[src/rtl/expr_recognizer_pkg.sv]
// Shared definitions for the expression recognizer and the character classifier:
// ASCII codes, recognizer state encoding and error-cause codes.
package expr_recognizer_pkg;

    localparam logic [7:0] CH_0     = 8'h30;
    localparam logic [7:0] CH_9     = 8'h39;
    localparam logic [7:0] CH_PLUS  = 8'h2B;
    localparam logic [7:0] CH_STAR  = 8'h2A;
    localparam logic [7:0] CH_MINUS = 8'h2D;
    localparam logic [7:0] CH_SLASH = 8'h2F;
    localparam logic [7:0] CH_LP    = 8'h28;
    localparam logic [7:0] CH_RP    = 8'h29;
    localparam logic [7:0] CH_SEMI  = 8'h3B;

    typedef enum logic [1:0] {
        OPND  = 2'd0,
        NUM   = 2'd1,
        CLOSE = 2'd2,
        ERR   = 2'd3
    } state_e;

    localparam logic [1:0] E_SYNTAX = 2'd0;
    localparam logic [1:0] E_LONG   = 2'd1;
    localparam logic [1:0] E_DEPTH  = 2'd2;
    localparam logic [1:0] E_UNBAL  = 2'd3;

endpackage

[src/rtl/expr_recognizer_char_class.sv]
// Combinational ASCII classifier: exactly one of the six class outputs is high for any input.
module expr_recognizer_char_class
    import expr_recognizer_pkg::*;
#(
    parameter bit ALLOW_SUB_DIV = 1'b1
) (
    input  logic [7:0] i_ch,
    output logic       o_digit,
    output logic       o_op,
    output logic       o_lp,
    output logic       o_rp,
    output logic       o_semi,
    output logic       o_illegal
);

    logic w_sub_div;

    assign w_sub_div = ALLOW_SUB_DIV && (i_ch == CH_MINUS || i_ch == CH_SLASH);

    assign o_digit   = (i_ch >= CH_0) && (i_ch <= CH_9);
    assign o_op      = (i_ch == CH_PLUS) || (i_ch == CH_STAR) || w_sub_div;
    assign o_lp      = (i_ch == CH_LP);
    assign o_rp      = (i_ch == CH_RP);
    assign o_semi    = (i_ch == CH_SEMI);
    assign o_illegal = !(o_digit || o_op || o_lp || o_rp || o_semi);

endmodule

[src/rtl/expr_recognizer.sv]
// Streaming recognizer for ASCII arithmetic expressions with multi-digit operands and
// parenthesis nesting; reports validity, first error cause, nesting depth and operator count.
module expr_recognizer
    import expr_recognizer_pkg::*;
#(
    parameter int unsigned MAX_DIGITS    = 4,
    parameter int unsigned MAX_DEPTH     = 3,
    parameter bit          ALLOW_SUB_DIV = 1'b1,
    parameter bit          RECOVER       = 1'b1,
    localparam int unsigned DEPTH_W      = $clog2(MAX_DEPTH + 1)
) (
    input  logic               i_clk,
    input  logic               i_clr_n,
    input  logic               i_sync_clr,
    input  logic               i_in_valid,
    input  logic [7:0]         i_in,
    output logic               o_out,
    output logic               o_err,
    output logic [1:0]         o_err_code,
    output logic [DEPTH_W-1:0] o_depth,
    output logic [7:0]         o_op_count
);

    localparam logic [3:0]         MAX_DIG_L   = 4'(MAX_DIGITS);
    localparam logic [DEPTH_W-1:0] MAX_DEPTH_L = DEPTH_W'(MAX_DEPTH);

    logic w_digit, w_op, w_lp, w_rp, w_semi, w_illegal;

    expr_recognizer_char_class #(
        .ALLOW_SUB_DIV (ALLOW_SUB_DIV)
    ) u_char_class (
        .i_ch      (i_in),
        .o_digit   (w_digit),
        .o_op      (w_op),
        .o_lp      (w_lp),
        .o_rp      (w_rp),
        .o_semi    (w_semi),
        .o_illegal (w_illegal)
    );

    state_e             r_state, w_state_d;
    logic [DEPTH_W-1:0] r_depth, w_depth_d;
    logic [3:0]         r_digcnt, w_digcnt_d;
    logic [7:0]         r_op_count, w_op_count_d;
    logic [1:0]         r_err_code, w_err_code_d;
    logic               r_out, r_err;
    logic               w_clear;

    // ';' restarts only when recovery is enabled; otherwise it falls through as illegal.
    assign w_clear = i_sync_clr || (i_in_valid && w_semi && RECOVER);

    always_comb begin
        w_state_d    = r_state;
        w_depth_d    = r_depth;
        w_digcnt_d   = r_digcnt;
        w_op_count_d = r_op_count;
        w_err_code_d = r_err_code;
        if (w_clear) begin
            w_state_d    = OPND;
            w_depth_d    = '0;
            w_digcnt_d   = '0;
            w_op_count_d = '0;
            w_err_code_d = E_SYNTAX;
        end else if (i_in_valid && r_state != ERR) begin
            if (w_illegal || w_semi) begin
                w_state_d    = ERR;
                w_err_code_d = E_SYNTAX;
            end else begin
                case (r_state)
                    OPND: begin
                        if (w_digit) begin
                            w_state_d  = NUM;
                            w_digcnt_d = 4'd1;
                        end else if (w_lp && r_depth < MAX_DEPTH_L) begin
                            w_depth_d = r_depth + 1'b1;
                        end else if (w_lp) begin
                            w_state_d    = ERR;
                            w_err_code_d = E_DEPTH;
                        end else begin
                            w_state_d    = ERR;
                            w_err_code_d = E_SYNTAX;
                        end
                    end
                    NUM, CLOSE: begin
                        if (w_digit && r_state == NUM && r_digcnt < MAX_DIG_L) begin
                            w_digcnt_d = r_digcnt + 4'd1;
                        end else if (w_digit && r_state == NUM) begin
                            w_state_d    = ERR;
                            w_err_code_d = E_LONG;
                        end else if (w_op) begin
                            w_state_d    = OPND;
                            w_op_count_d = (r_op_count == 8'hFF) ? r_op_count
                                                                 : r_op_count + 8'd1;
                        end else if (w_rp && r_depth != '0) begin
                            w_state_d = CLOSE;
                            w_depth_d = r_depth - 1'b1;
                        end else if (w_rp) begin
                            w_state_d    = ERR;
                            w_err_code_d = E_UNBAL;
                        end else begin
                            w_state_d    = ERR;
                            w_err_code_d = E_SYNTAX;
                        end
                    end
                    default: ;
                endcase
            end
        end
    end

    always_ff @(posedge i_clk or negedge i_clr_n) begin
        if (!i_clr_n) begin
            r_state    <= OPND;
            r_depth    <= '0;
            r_digcnt   <= '0;
            r_op_count <= '0;
            r_err_code <= E_SYNTAX;
            r_out      <= 1'b0;
            r_err      <= 1'b0;
        end else begin
            r_state    <= w_state_d;
            r_depth    <= w_depth_d;
            r_digcnt   <= w_digcnt_d;
            r_op_count <= w_op_count_d;
            r_err_code <= w_err_code_d;
            r_out      <= (w_state_d == NUM || w_state_d == CLOSE) && (w_depth_d == '0);
            r_err      <= (w_state_d == ERR);
        end
    end

    assign o_out      = r_out;
    assign o_err      = r_err;
    assign o_err_code = r_err_code;
    assign o_depth    = r_depth;
    assign o_op_count = r_op_count;

endmodule

[config.mk]
export PLATFORM = sky130hd
export DESIGN_NAME = expr_recognizer
export DESIGN_NICKNAME = d
export VERILOG_FILES = /design/src/rtl/expr_recognizer_pkg.sv /design/src/rtl/expr_recognizer_char_class.sv /design/src/rtl/expr_recognizer.sv
export SDC_FILE = /design/constraint.sdc
export NUM_CORES = 1
export LEC_CHECK = 0
export BUFFER_PORTS_ARGS = -buffer_cell sky130_fd_sc_hd__buf_2
export CAP_MARGIN = 20
export CORE_MARGIN = 2
export CORE_UTILIZATION = 40
export DETAILED_ROUTE_END_ITERATION = 8
export PLACE_DENSITY = 0.63
export SLEW_MARGIN = 30
export SYNTH_ARGS = -nofsm -noshare
export SYNTH_HDL_FRONTEND = slang
export SYNTH_SLANG_ARGS = --single-unit
export TNS_END_PERCENT = 50
[constraint.sdc]
create_clock -name i_clk -period 2.29 [get_ports i_clk]
set_input_delay 0.229 -clock i_clk [delete_from_list [all_inputs] [get_ports i_clk]]
set_output_delay 0.229 -clock i_clk [all_outputs]
set_load 0.01 [all_outputs]
* Word level (Yosys, flattened, before mapping) *
Index checks and enable logic that the tools add are counted.

operators by class
  muxes and demuxes = 46
  reductions and logical operators = 31
  add/subtract/negate cells = 4
  equal/unequal tests = 25
  $lt $le $gt $ge = 4

operators by type and width
  kind                                                                               count
  8-bit 2-to-1 mux                                                                   8
  8-bit by 6-bit equality test with 1-bit output (second input constant)             7
  2-bit 2-to-1 mux                                                                   28
  4-bit 2-to-1 mux                                                                   5
  7-bit AND reduction                                                                2
  4-bit inequality test (second input constant)                                      3
  2-bit one-hot mux with 2 select lines                                              3
  1-bit logical OR                                                                   10
  2-bit inequality test (second input constant)                                      5
  5-bit inequality test (second input constant)                                      2
  8-bit by 1-bit adder with 8-bit output (second input constant)                     1
  8-bit equality test (second input constant)                                        1
  8-bit by 6-bit >= comparator with 1-bit output (second input constant)             1
  8-bit by 6-bit less-or-equal comparator with 1-bit output (second input constant)  1
  1-bit logical AND                                                                  8
  4-bit one-hot mux with 2 select lines                                              1
  2-bit nonzero test                                                                 4
  2-bit equality test (second input constant)                                        3
  5-bit AND reduction                                                                1
  4-bit by 1-bit adder with 4-bit output (second input constant)                     1
  2-bit by 1-bit equality test with 1-bit output (second input constant)             2
  2-bit logical NOT                                                                  2
  4-bit by 3-bit < comparator with 1-bit output (second input constant)              1
  4-bit nonzero test                                                                 1
  other kinds (9)                                                                    9

storage, ports and cells
  flip-flop bits (word level) = 20
  output and inout port bits = 14
  logic and storage cells = 117

* Depth between registers and ports, before layout *
  depth in word-level cells = 15
  mapped depth = 10
  depth with buffers taken out = 10

* Hierarchy *
From an unflattened synthesis, not the netlist that was laid out.

unflattened totals
  cells, all modules = 162
  area, all modules = 1491.4 um^2

by module, submodules not included
  module                      times used  cells each  sequential area each (um^2)  area each (um^2)
  expr_recognizer             1           145         500.5                        1358.8
  expr_recognizer_char_class  1           17          0.0                          132.6

* Worst setup path before layout *
Ideal clock, no wire load.

  path kind = reg2reg
  start = reg r_state[1]
  end = reg r_out (netlist: o_out)
  required time = 2.171 ns
  period minus slack after synthesis = 2.207 ns
  data arrival time = 2.088 ns
  setup time = 0.119 ns
  stages on the path, launching flop included = 10
  path slack = 0.083 ns
  cell sequence = dfrtp_1 -> inv_1 -> ha_1 -> buf_1 -> clkbuf_1 -> o211ai_1 -> a31oi_1 -> o21a_1 -> ha_1 -> o21a_1

between the ends
  cells in the longest elaborated chain, start to end = 11
  elaborated cells on any way between the ends = 27
  those cells by class = 5 x eq/ne; 14 x mux; 8 x reduce/logical

ends and longest elaborated chain
  item                                                                                   RTL line                                                             source
  from (decl)                                                                            expr_recognizer.sv:41                                                state_e r_state, w_state_d;
  from (signal assigned)                                                                 expr_recognizer.sv:121                                               r_state <= w_state_d;
  2-bit by 1-bit equality test with 1-bit output                                         expr_recognizer.sv:69, expr_recognizer.sv:85, expr_recognizer.sv:87
  1-bit logical AND                                                                      expr_recognizer.sv:85, expr_recognizer.sv:87
  2-bit 2-to-1 mux or 1-bit logical AND (tied branches)                                  expr_recognizer.sv:87, expr_recognizer.sv:85
  2-bit 2-to-1 mux                                                                       expr_recognizer.sv:85                                                if (w_digit && r_state == NUM && r_digcnt < MAX_DIG_L) begin
  2-bit one-hot mux with 2 select lines                                                  expr_recognizer.sv:69                                                case (r_state)
  2-bit 2-to-1 mux                                                                       expr_recognizer.sv:65                                                if (w_illegal || w_semi) begin
  2-bit 2-to-1 mux *                                                                     expr_recognizer.sv:64                                                end else if (i_in_valid && r_state != ERR) begin
  2-bit 2-to-1 mux *                                                                     expr_recognizer.sv:58                                                if (w_clear) begin
  via w_state_d[1]                                                                       expr_recognizer.sv:41
  2-bit by 1-bit equality test with 1-bit output or 2-bit equality test (tied branches)  expr_recognizer.sv:126                                               r_out <= (w_state_d == NUM || w_state_d == CLOSE) && (w_depth_d == '0);
  1-bit logical OR *                                                                     expr_recognizer.sv:126
  1-bit logical AND *                                                                    expr_recognizer.sv:126
  to (signal assigned)                                                                   expr_recognizer.sv:126
  to (decl)                                                                              expr_recognizer.sv:46                                                logic r_out, r_err;

Mark *: on every way through the listed nets, which the timed path passes. The rest lies on a longest branch.
A chain may end at the register's enable or synchronous reset.

* Worst setup path after layout *
  start = reg r_state[0]
  end = reg r_out (netlist: o_out)

Same word-level chain as after synthesis.

==> impl_metrics.ini <==
[run_status]
result_of_the_run = completed

[place]
dpl-instance-area_sq_mm = 0.00166
numPortBuffers = 25
dp_worst_setup_slack_ns = 0.0612
place_congestion = 0.983
dp_cells = 233
place_hpwl_mm = 2.60

[sta]
finalSetupTns_ns = 0
final.period_utilization_pct = 94.1
layout_min_cycle_time_ns = 2.15
fin_hold_ws_ns = 0.307
fmax_mhz = 464
hold_viol_final = 0
report.final.setup_viol = 0
timing_worst_slew_pin_value_ns = 0.455
worst_clock_skew_ns = 0.0121
slew_headroom_pct = 69.7
setup_ws_ns = 0.135
slew_viol_final = 0

[global_route]
grt_antenna_before_repair = 0
global_route.usage.total_pct = 17.9
met1_usage_pct = 24.9
vias_in_the_first_global_route = 1298
grt_pass1_wl_mm = 5.89
grt_util_met2_pct = 27.7
grt_util_met3_pct = 3.87
grt_start_max_net_pins = 21
top_usage_layer = met2
grt_overflow = 0

[synthesis]
synthDominantCellAreaShare_pct = 34.6
yosysUniqueCellTypes = 47
dominantRegCellSynth = sky130_fd_sc_hd__dfrtp_1
post_synthesis_compound_gate_area_fraction_pct = 20.5
synth.area.top_cells = sky130_fd_sc_hd__dfrtp_1, sky130_fd_sc_hd__ha_1, sky130_fd_sc_hd__and3_1
synth_area_in_xor_xnor_pct = 4.24
yosys_register_bits = 20
post_synth_fa_ha_maj_area_fraction_pct = 7.79
dominant_combinational_cell_family_by_area_after_synthesis = simple AND/OR/NAND/NOR gates
netlist_top_cells_count = sky130_fd_sc_hd__dfrtp_1, sky130_fd_sc_hd__nor2_1, sky130_fd_sc_hd__and3_1
synth_warnings = 0
syn_area_sq_mm = 0.00145
synth.area.mux_share_pct = 0.693
async_flop_share_pct = 100
count_of_mapped_cells_out_of_synthesis = 161
syn-mean-instance-area_sq_um = 8.98
count_of_flip_flops_with_a_built_in_enable_after_synthesis = 0
post_synth_and_or_nand_nor_area_fraction_pct = 28.9
post-synth-top-count-cell = sky130_fd_sc_hd__dfrtp_1
synth.net_count = 182
yosys.area.top_type = sky130_fd_sc_hd__dfrtp_1
synth_seq_area_share_pct = 34.6

[detailed_routing]
drcViolationCount = 0
vias_per_cell = 5.58
detailroute.via_count = 1328
firstDrtPassIters = 4
wl_per_cell_microns = 14.4
drt_iter0_drc = 121
remaining_antenna_violation_count_after_routing = 0
route.final.wire_length_mm = 3.43

[hold_path]
hold_path_depth = 3
hold_path_class = in2reg

[clock_tree]
clock_latency_ns = 0.30
number_of_clock_buffers_inserted_by_tritoncts = 3
cts-htree-levels = 1
cts_num_sinks = 20
cts_root_buf = sky130_fd_sc_hd__clkbuf_4
cts_tree = yes
post_cts_buffers = 0
worst_setup_hold_path_clk_slew_ns = 0.12
clockBufferDepth = 2

[final_layout]
fillerInstances = 326
areaGrowthSynthToFinish_pct = 19.7
sequential_area_sq_um = 502
layout-drive-gt1-share_pct = 27.1
postLayoutCellArea_sq_mm = 0.00173
multiInputGateArea_sq_um = 923
design.final.nets = 214
utilization_pct = 50.6
n_antenna_cell = 0
finish.cell_count_without_fillers = 238

[floorplanning]
effective_utilization_at_floorplan_pct = 42.3
number_of_top_level_pins = 26
floorplan.rows = 21
die_width_microns = 64.1
dieArea_sq_mm = 0.00411
core_sq_mm = 0.00342
floorplan.die.height_microns = 64.1

[critical_path]
timing.critical_path.max_delay_family = compound AO/OA/AOI/OAI gates
path_common_cell = sky130_fd_sc_hd__ha_1
critical_path.startpoint_type = flip-flop
critPathKind = reg2reg
timing.critical_path.depth = 8
crit_chain = ha_1 > nand2b_1 > a21oi_1 > nor2_1 > o2bb2ai_1 > a21oi_2 > ha_1 > o21a_1
critical_path.slowest_cell = sky130_fd_sc_hd__dfrtp_1
worstSetupEndpointType = flip-flop
timing.reg2reg.worst_path_depth = 8
worst_ep_required_time_ns = 2.48
crit_buf_inv = 0
data_arrival_time_of_the_critical_path_ns = 2.35
max_stage_delay_ns = 0.45
crit_path_max_fanout = 6

[run]
maxCapViolCount = 0

[power]
power_density_of_the_placed_cells_mw_per_mm2 = 430
design_power_total_mw = 0.744
vdd.ir_drop.worst_uv = 326
leakage_nw = 0.831
[cell usage in the layout (no fill, tap or decap), drive strengths merged, types with 2 or more instances in the layout]
master   Yosys  routed
nor3         2       2
inv          6       6
o21ai        7       7
a22oi        4       4
nand3       11      11
xor2         6       6
nand2        9       9
o211ai       2       2
nand2b       3       3
buf          2      32
and3        13      13
dfrtp       20      20
a211o        3       3
a21oi       12      12
clkbuf       4       4
and2         3       3
a2111oi      2       2
ha           9       9
o21a         2       2
nor3b        2       2
nor2        17      17
or3          2       2
nor2b        2       2
a31oi        2       2
[worst paths after layout]
path | slack [ns] | endpoint | start
setup / recovery | 0.14 | o_out | r_state[0]
min in group asynchronous | 0.38 | o_err_code[0] | i_clr_n
max in group asynchronous | 1.55 | r_state[1] | i_clr_n
setup reg to reg | 0.14 | o_out | r_state[0]
hold / removal | 0.31 | o_err_code[0] | i_sync_clr
hold reg to reg | 0.52 | o_err_code[1] | o_err_code[1]
[registers in the layout (all words and copies together) (netlist names)]
register and count:
o_depth 2, o_err_code 2, r_digcnt 4, o_out 1
o_err 1, o_op_count 8, r_state 2
[what timing repair did]
action                     CTS  global route
setup endpoints to repair    0             3
resized for setup            0             7
hold buffers                 1             0
hold endpoints to repair    20             0
[cell type report]
class,count,area share (%)
tap,46,3.33
inverter,6,1.30
timing repair buffer,33,10.9
multi-input combinational,129,53.4
sequential,20,29.0
clock buffer,4,2.10
[power breakdown]
part | leakage (nW) | internal, mW | switching, mW
Combinational | 0.537 | 0.0671 | 0.103
Clock | 0.0210 | 0.0970 | 0.109
Sequential | 0.273 | 0.361 | 0.00670
Total | 0.831 | 0.525 | 0.219
[worst register-to-register path: cells and delay by family, from the launching register on]
| kind | cells | cell delay (ns) |
|---|---|---|
| DFF | 1 | 0.45 |
| AOI/OAI and AO/OA | 4 | 0.72 |
| and+or+nand+nor | 2 | 0.35 |
| adders and majority gates | 2 | 0.54 |
[logic make-up after synthesis]
logic type               count (synthesis)
adder cells (fa/ha/maj)                  9
XOR/XNOR                                 7
AO/OA/AOI/OAI                           41
flip-flops                              20
multiplexers                             1
buffers and inverters                   12
AND/OR/NAND/NOR                         71
[metal layers]
layer	routed length, microns	vias to the layer above
met5	0	-
met4	22	0
met3	220	2
met2	1580	46
met1	1610	633
li1	-	647
Note: power is estimated with default switching activity, not from simulation.
